`src/rtl/colorizer_pipe.sv`:
```
// ============================================================================
// Module   : colorizer_pipe
// Purpose  : Two-stage pixel colorizer that merges prioritised icon layers over
//            a programmable world-map palette and blanks outside active video.
//            Optional icon blinking is enabled by defining COLORIZER_BLINK_EN.
// Revision : 1.0 - initial release
// ============================================================================
`default_nettype none

module colorizer_pipe #(
  parameter int COLOR_W      = 12,
  parameter int WORLD_W      = 2,
  parameter int NUM_ICONS    = 2,
  parameter int BLINK_FRAMES = 30
) (
  input  logic                           clk,
  input  logic                           reset,
  input  logic [WORLD_W-1:0]             worldIn,
  input  logic [NUM_ICONS*COLOR_W-1:0]   iconIn,
  input  logic                           enableVideo,
  input  logic                           vsync,
  input  logic [NUM_ICONS-1:0]           blinkMask,
  input  logic                           palWe,
  input  logic [WORLD_W-1:0]             palAddr,
  input  logic [COLOR_W-1:0]             palData,
  output logic [COLOR_W-1:0]             drawColor,
  output logic                           blinkPhase
);

  localparam int CH   = COLOR_W / 3;
  localparam int NPAL = 2 ** WORLD_W;

  localparam logic [COLOR_W-1:0] c_white = {COLOR_W{1'b1}};
  localparam logic [COLOR_W-1:0] c_black = {COLOR_W{1'b0}};
  localparam logic [COLOR_W-1:0] c_green = {{CH{1'b0}}, {CH{1'b1}}, {CH{1'b0}}};
  localparam logic [COLOR_W-1:0] c_red   = {{CH{1'b1}}, {(2*CH){1'b0}}};

  function automatic logic [COLOR_W-1:0] pal_default(input int idx);
    case (idx)
      0:       pal_default = c_white;
      2:       pal_default = c_green;
      3:       pal_default = c_red;
      default: pal_default = c_black;
    endcase
  endfunction

  // Palette storage
  logic [COLOR_W-1:0] pal_q [NPAL];

  always_ff @(posedge clk or posedge reset) begin
    if (reset) begin
      for (int i = 0; i < NPAL; i++) begin
        pal_q[i] <= pal_default(i);
      end
    end else if (palWe) begin
      pal_q[palAddr] <= palData;
    end
  end

  // Stage 1 capture
  logic [WORLD_W-1:0]           world_q;
  logic [NUM_ICONS*COLOR_W-1:0] icon_q;
  logic                         en_q;
  logic [NUM_ICONS-1:0]         hid_q;
  logic [NUM_ICONS-1:0]         hid_d;

  always_ff @(posedge clk or posedge reset) begin
    if (reset) begin
      world_q <= '0;
      icon_q  <= '0;
      en_q    <= 1'b0;
      hid_q   <= '0;
    end else begin
      world_q <= worldIn;
      icon_q  <= iconIn;
      en_q    <= enableVideo;
      hid_q   <= hid_d;
    end
  end

  // Stage 2 select: scanning from the lowest-priority layer up lets layer 0 win.
  logic [COLOR_W-1:0] draw_d;
  logic [COLOR_W-1:0] draw_q;

  always_comb begin
    draw_d = pal_q[world_q];
    for (int k = NUM_ICONS - 1; k >= 0; k--) begin
      if ((icon_q[k*COLOR_W +: COLOR_W] != '0) && !hid_q[k]) begin
        draw_d = icon_q[k*COLOR_W +: COLOR_W];
      end
    end
    if (!en_q) begin
      draw_d = c_black;
    end
  end

  always_ff @(posedge clk or posedge reset) begin
    if (reset) begin
      draw_q <= c_black;
    end else begin
      draw_q <= draw_d;
    end
  end

  assign drawColor = draw_q;

`ifdef COLORIZER_BLINK_EN
  localparam int CW = (BLINK_FRAMES > 1) ? $clog2(BLINK_FRAMES) : 1;

  logic          vs_prev_q;
  logic [CW-1:0] cnt_q;
  logic [CW-1:0] cnt_d;
  logic          phase_q;
  logic          phase_d;
  logic          vs_rise;

  assign vs_rise = vsync & ~vs_prev_q;

  always_comb begin
    cnt_d   = cnt_q;
    phase_d = phase_q;
    if (vs_rise) begin
      if (cnt_q == CW'(BLINK_FRAMES - 1)) begin
        cnt_d   = '0;
        phase_d = ~phase_q;
      end else begin
        cnt_d = cnt_q + 1'b1;
      end
    end
  end

  // Previous-vsync resets high so a vsync already asserted at reset is not a new frame.
  always_ff @(posedge clk or posedge reset) begin
    if (reset) begin
      vs_prev_q <= 1'b1;
      cnt_q     <= '0;
      phase_q   <= 1'b0;
    end else begin
      vs_prev_q <= vsync;
      cnt_q     <= cnt_d;
      phase_q   <= phase_d;
    end
  end

  assign hid_d      = {NUM_ICONS{phase_q}} & blinkMask;
  assign blinkPhase = phase_q;
`else
  logic w_unused_ok;

  assign w_unused_ok = &{1'b0, vsync, blinkMask};
  assign hid_d       = '0;
  assign blinkPhase  = 1'b0;
`endif

endmodule

`default_nettype wire

```
`config.mk`:
```
export PLATFORM = sky130hd
export DESIGN_NAME = colorizer_pipe
export DESIGN_NICKNAME = d
export VERILOG_FILES = /design/src/rtl/colorizer_pipe.sv
export SDC_FILE = /design/constraint.sdc
export NUM_CORES = 1
export LEC_CHECK = 0
export BUFFER_PORTS_ARGS = -buffer_cell sky130_fd_sc_hd__buf_4
export CORE_MARGIN = 2
export CORE_UTILIZATION = 46
export CTS_CLUSTER_DIAMETER = 50
export DETAILED_ROUTE_END_ITERATION = 10
export PLACE_DENSITY = 0.68
export SYNTH_ARGS = -nofsm -noshare
export SYNTH_HDL_FRONTEND = slang
export SYNTH_SLANG_ARGS = --single-unit
```
`constraint.sdc`:
```
create_clock -name clk -period 7.8 [get_ports clk]
set_clock_uncertainty 0.2 [all_clocks]
set_input_delay 1.56 -clock clk [delete_from_list [all_inputs] [get_ports clk]]
set_output_delay 1.56 -clock clk [all_outputs]
set_load 0.005 [all_outputs]
```
==> results by group, run 1 <==
Outcome
  – Result of the run: finished, final reports clean

Critical path
  – Critical path required time: 7830 ps
  – Buffers & Inverters on Critical Path: 1
  – Cell type group with the largest total delay on the critical path: simple AND/OR/NAND/NOR gates
  – Capturing instance or port of the critical path: pal_q[26]$_DFFE_PP0P_
  – Crit Path Max Fanout: 12
  – Reg2reg end: drawColor[0]$_DFF_PP0_
  – Crit Reg-Reg Startpoint: icon_q[6]$_DFF_PP0_
  – Slowest-stage cell, CP: nand3b_1
  – Number of gates on the worst path with buffers counted: 3
  – Count of cells along the worst register-to-register path: 3
  – Category of the most critical setup path: input port to register
  – Worst path arrival time: 2740 ps
  – Worst R2R Setup Slack: ~5500 ps
  – CP peak stage delay: about 580 ps
  – Critical Path, Cell by Cell: buf_4 -> nand3b_1 -> mux2_2
  – Crit end category: register
  – Setup crit start kind: input port
  – Worst Setup SP: palAddr[1]

Timing
  – Worst relative slew slack: 28.8%
  – Number of failing setup endpoints in the final timing report: 0
  – Max Clock Freq: 369 MHz
  – Final critical path time including I/O delays and setup: 2710 ps
  – Hold violation total from the final report: 0
  – Final Max Slew Viols: 0
  – Post-route setup slack: 5090 ps
  – TNS Setup: 0 ps
  – Worst-Margin Slew: 1070 ps
  – Unrepaired setup endpoints after global routing: false
  – Crit share post-route: a little over a third

Synthesis
  – Mean cell area of the mapped netlist: 16.6 um2
  – Synth area leaders: dfrtp_1, mux2_2, dfstp_2
  – Syn Inst Count: around 210
  – Synth area leader: dfrtp_1
  – Yosys warning count: 0
  – Number of library cell types mapped by synthesis: 20
  – Combined area of all synthesized cells: 3520 um2
  – Number of storage elements in the synthesis netlist: 87
  – Share of synthesized area occupied by flip-flops and latches: 62.5%
  – Fraction of synthesized cell area taken by the top area cell type: 47.6%
  – Synthesized netlist net count: 259

Die
  – Height of the die: 91.5 um
  – Die area: 8370 um2
  – Die outline width: 91.5 um
  – Core box area: ~7300 um2
  – Top Ports: 60
  – Starting Density: 48.0%
  – Number of cell rows: 31

Pwr
  – Power consumption: 958 uW
  – Leak Pwr: roughly 1.8 nW
  – Ratio of total power to cell area: 230 nW/um2
  – Worst IR Drop VDD: 0.000110 V

Global route
  – Overflow left after global routing: 0
  – Largest net degree at the start of global routing: a little under 90
  – Global-route usage over all layers: 16.9%
  – Number of antenna violations at the first check in global routing: 0
  – Number of global-route vias before repair: 2099
  – Global-route wire length before repair: 10800 um

Finish
  – Fraction of the core area covered by cells at the end of the flow: 56.8%
  – Layout net count: 314
  – Number of diodes: 0
  – Fill cells: around 610
  – Area delta synth->final: 18.2%
  – Fraction of final layout cells with drive strength greater than 1: 57.4%

Routing
  – Via Count: a little over 2k
  – DRT Pass-1 Iters: 6
  – Final wirelength: approximately 6600 um
  – Initial DRC count: 75
  – Number of remaining DRC errors: 0
  – Number of nets still failing antenna checks after routing: 0
  – Detail-routed net length per standard cell: 17.7 um
  – Vias per std cell: approximately 5.5

Clock network
  – Clock network latency to the later pin of the worst-skew pair: 350 ps
  – Post-cts repair resize count: 0
  – Buffer type at the clock tree root: clkbuf_8
  – Number of levels the H-tree was split into: 3
  – Clock tree from TritonCTS: built
  – Clk pin slew, worst setup/hold paths: 80 ps
  – Maximum number of buffers from clock root to sink: 2
  – Number of buffers created by CTS: 9
  – Number of buffers added for setup after CTS: 0
  – Hold-fix buffers, CTS: 0
  – Clock sink count: 87

Place
  – Post-placement worst setup slack: ~4700 ps
  – # port buffers: 55
  – HPWL Detailed: 4350 um
  – Gp weighted congestion: 0.790

Worst hold path
  – Class of the worst hold path: register to register

Flow run
  – Max_cap viols: 0
==> registers in the layout (all words and copies together) (netlist names) <==
| name | count |
|---|---|
| pal_q | 48 |
| icon_q | 24 |
| drawColor | 12 |
| world_q | 2 |
| en_q | 1 |
==> stage by stage <==
step | hold WS, ps | area [um2] | std cells
floorplan | 270 | 3520 | 212
global placement | 280 | 3990 | 355
detailed placement | 285 | 3990 | 355
CTS | 303 | 4160 | 371
global route | 322 | 4160 | 371
finish | 301 | 4160 | 371
==> how the worst min path moves through the flow <==
stage | cells after the start | end | slack (ps) | start
6_report | 1 | pal_q[22]$_DFFE_PP0P_ | 300 | pal_q[22]$_DFFE_PP0P_
5_1_grt | 1 | pal_q[21]$_DFFE_PP0P_ | 320 | pal_q[21]$_DFFE_PP0P_
4_1_cts | 1 | pal_q[21]$_DFFE_PP0P_ | 300 | pal_q[21]$_DFFE_PP0P_
3_5_place_dp | 1 | pal_q[21]$_DFFE_PP0P_ | 280 | pal_q[21]$_DFFE_PP0P_
3_3_place_gp | 1 | pal_q[0]$_DFFE_PP0P_ | 280 | pal_q[0]$_DFFE_PP0P_
2_1_floorplan | 1 | pal_q[21]$_DFFE_PP0P_ | 270 | pal_q[21]$_DFFE_PP0P_
==> layout by cell type (no fill, tap or decap) <==
master,instances
dfrtp_1,67
buf_4,59
mux2_2,48
dfstp_2,20
a41oi_1,12
a31oi_1,12
a211oi_1,12
clkbuf_8,11
mux4_2,8
nor4_2,6
mux4_1,4
clkinv_2,3
nand3b_1,2
clkbuf_1,2
nor3b_1,1
and3_1,1
inv_1,1
nand3_1,1
conb_1,1
clkinvlp_4,1
==> area by class of cell <==
cell class / count / area (um2) / area share (%)
multi-input cells: 108 / 1210 / 29.0
clock inverters: 3 / 17.5 / 0.421
repair buffers: 59 / 443 / 10.6
clock buffers: 13 / 159 / 3.82
flip-flops and latches: 87 / 2200 / 52.9
inverters: 2 / 8.76 / 0.210
well taps: 99 / 124 / 2.98
==> routing by layer <==
metal	GRT usage [%]	wire [um]
met5	0	0
met4	5.68	61
met2	27.5	3240
met1	21.7	2880
met3	4.98	376
==> cell usage after synthesis <==
cell type  count
a211oi_1      12
a31oi_1       12
a41oi_1       12
and3_1         1
buf_2          9
buf_4          1
buf_6          3
clkbuf_1       1
clkbuf_8       1
conb_1         1
dfrtp_1       67
dfstp_2       20
inv_1          2
mux2_2        48
mux4_1         4
mux4_2         8
nand3_1        1
nand3b_1       2
nor3b_1        1
nor4_2         6
==> power by group <==
part           internal, mW  switching [mW]  total, mW
registers             0.522          0.0306      0.553
logic                0.0811          0.0466      0.128
clock network         0.132           0.145      0.277
total                 0.736           0.222      0.958
==> cells by family after synthesis <==
group	count (synthesis)	synth area share, %
muxes	60	23.4
DFF	87	62.5
other	1	0.106
buffers and inverters	17	3.16
and+or+nand+nor	11	3.09
AOI/OAI and AO/OA	36	7.67
No activity file was read; power rests on OpenSTA's default activity.
==> inputs of run 2 (changes only) <==
Settings changed: PLACE_DENSITY 0.68 to 0.71.
Clock period 7.8 ns to 2.25 ns, I/O delays scaled along.
==> results by group, run 2 (same netlist as run 1, synthesis figures left out) <==
Global route
  – Met2 capacity usage during global routing: 30.9% (+3.4 points)
  – Top Usage Layer GRT: met2
  – Global-route wire length before repair: 11400 um (+5.8%)
  – Global-route usage over all layers: 18.0% (+1.1 points)
  – Overflow left after global routing: 0 (unchanged)
  – Number of global-route vias before repair: 2240 (+6.7%)
  – Number of antenna violations at the first check in global routing: 0 (unchanged)
  – Global routing usage on met3: 5.06% (+0.083 points)
  – Largest net degree at the start of global routing: 32 (-64%)
  – Fraction of met1 tracks used by global routing: 21.9% (+0.15 points)

Finish
  – Layout net count: 351 (+12%)
  – Flip-flop count of the largest register after layout: 48 (unchanged)
  – Fraction of the core area covered by cells at the end of the flow: 62.2% (+5.4 points)
  – Non-filler cells, final: 408 (+10%)
  – Number of diodes: 0 (unchanged)
  – Register containing the most flip-flops in the final layout: pal_q
  – Fraction of final layout cells with drive strength greater than 1: 54.4% (-3.0 points)
  – Highest-count cells in the layout ignoring fill and taps: buf_4, dfrtp_1, mux2_2, dlygate4sd3_1, dfstp_2
  – Area delta synth->final: 29.5%
  – Most common cell after layout, fill and taps aside: buf_4

Place
  – # port buffers: 55 (unchanged)
  – HPWL Detailed: 4670 um (+7.3%)
  – Number of placed cells counting well taps: 367 (+3.4%)
  – Gp weighted congestion: 0.809 (+2.5%)

Routing
  – Initial DRC count: 68 (-9.3%)
  – Detail-routed net length per standard cell: 17.2 um (-2.5%)
  – Number of nets still failing antenna checks after routing: 0 (unchanged)
  – Vias per std cell: 5.32 (-2.8%)
  – DRT Pass-1 Iters: 4 (-2)
  – Via Count: 2172 (+6.9%)
  – Final wirelength: 7030 um (+7.2%)
  – Number of remaining DRC errors: 0 (unchanged)

Die
  – Height of the die: 91.5 um (unchanged)
  – Die area: 8370 um2 (unchanged)
  – Top Ports: 60 (unchanged)
  – Core box area: 7330 um2 (unchanged)
  – Die outline width: 91.5 um (unchanged)
  – Number of cell rows: 31 (unchanged)
  – Starting Density: 48.0% (unchanged)

Critical path
  – Crit end category: register
  – Category of the most critical setup path: register to register
  – Worst R2R Setup Slack: 410 ps (-5070 ps)
  – Crit Path Max Fanout: 6 (-6)
  – Worst path arrival time: 1840 ps (-900 ps)
  – Setup crit start kind: register
  – Critical path required time: 2240 ps (-5590 ps)

Pwr
  – Cell internal pwr: 2.76 mW (+270%)
  – Sequential share of power: 54.1% (-3.6 points)
  – Ratio of total power to cell area: 774 nW/um2 (+240%)
  – Leak Pwr: 1.95 nW (+11%)
  – Relative contribution of combinational cells to total power: 14.3% (+1.0 points)
  – Switching power as a share of total power: 21.9% (-1.2 points)
  – Worst IR Drop VDD: 0.000398 V (+260%)
  – Power share of the clock group: 31.6% (+2.7 points)
  – Switching power: 774 uW (+250%)

Outcome
  – Result of the run: finished, final reports clean

Timing
  – Final critical path time including I/O delays and setup: 1840 ps
  – TNS Setup: 0 ps (unchanged)
  – Hold violation total from the final report: 0 (unchanged)
  – Worst relative slew slack: 61.0% (+32 points)
  – Worst-Margin Slew: 584 ps (-485 ps)
  – Unrepaired setup endpoints after global routing: false
  – Minimum hold slack: 21.2 ps (-280 ps)
  – Number of failing setup endpoints in the final timing report: 0 (unchanged)
  – Max Clock Freq: 543 MHz
  – Final Max Slew Viols: 0 (unchanged)
  – Crit share post-route: 81.9%

Clock network
  – Post-cts repair resize count: 0 (unchanged)
  – Clock network latency to the later pin of the worst-skew pair: 340 ps (about the same)
  – Hold-fix buffers, CTS: 23 (+23)
  – Number of buffers added for setup after CTS: 0 (unchanged)
  – Number of buffers created by CTS: 9 (unchanged)
  – Clock sink count: 87 (unchanged)
  – Number of levels the H-tree was split into: 3 (unchanged)
  – Buffer type at the clock tree root: clkbuf_8
  – Clk pin slew, worst setup/hold paths: 70 ps (about the same)
  – Clock tree from TritonCTS: built
  – Maximum number of buffers from clock root to sink: 2 (unchanged)

Worst hold path
  – Class of the worst hold path: input port to register

Flow run
  – Max_cap viols: 0 (unchanged)
==> run 2: cell type report <==
class	count	area [um2]
clock buffers	11	131
clock inverters	5	75.1
fillers	546	2770
inverters	2	11.3
multi-input cells	108	1210
flip-flops and latches	87	2200
well taps	99	124
repair buffers	96	808
==> run 2: final timing paths <==
path	startpoint	endpoint	cells after the start
max	world_q[0]$_DFF_PP0_	drawColor[0]$_DFF_PP0_	4
min	iconIn[5]	icon_q[5]$_DFF_PP0_	1
max reg2reg	world_q[0]$_DFF_PP0_	drawColor[0]$_DFF_PP0_	4
min reg2reg	pal_q[0]$_DFFE_PP0P_	pal_q[0]$_DFFE_PP0P_	1
max in group asynchronous	reset	pal_q[40]$_DFFE_PP1P_	4
min in group asynchronous	reset	icon_q[12]$_DFF_PP0_	3
==> run 2: worst max-delay path, cell delays in order, from the launching register on <==
cell and delay [ps]:
dfrtp_1 350, buf_4 180, mux4_1 630, a41oi_1 240, a211oi_1 100
==> run 2: routing by layer <==
layer,routed length (um),vias to the layer above
li1,-,1001
met1,2980,1109
met5,0,-
met2,3620,60
met4,29,0
met3,400,2
==> run 2: power groups by stage <==
| stage | registers (mW) | logic (mW) | clock network [mW] |
|---|---|---|---|
| 3_3_place_gp | 1.93 | 0.461 | 0 |
| 5_1_grt | 1.93 | 0.549 | 1.23 |
| 2_1_floorplan | 1.90 | 0.318 | 0 |
| 6_report | 1.91 | 0.506 | 1.11 |
| 4_1_cts | 1.91 | 0.508 | 1.15 |
| 3_5_place_dp | 1.94 | 0.474 | 0 |
==> run 2: stage by stage <==
step,instance area [um2],power [mW],setup WS (ps)
after floorplan,3530,2.22,583
after global placement,4100,2.39,427
after detailed placement,4100,2.41,407
after CTS,4540,3.57,389
after global routing,4560,3.71,322
final,4560,3.53,407
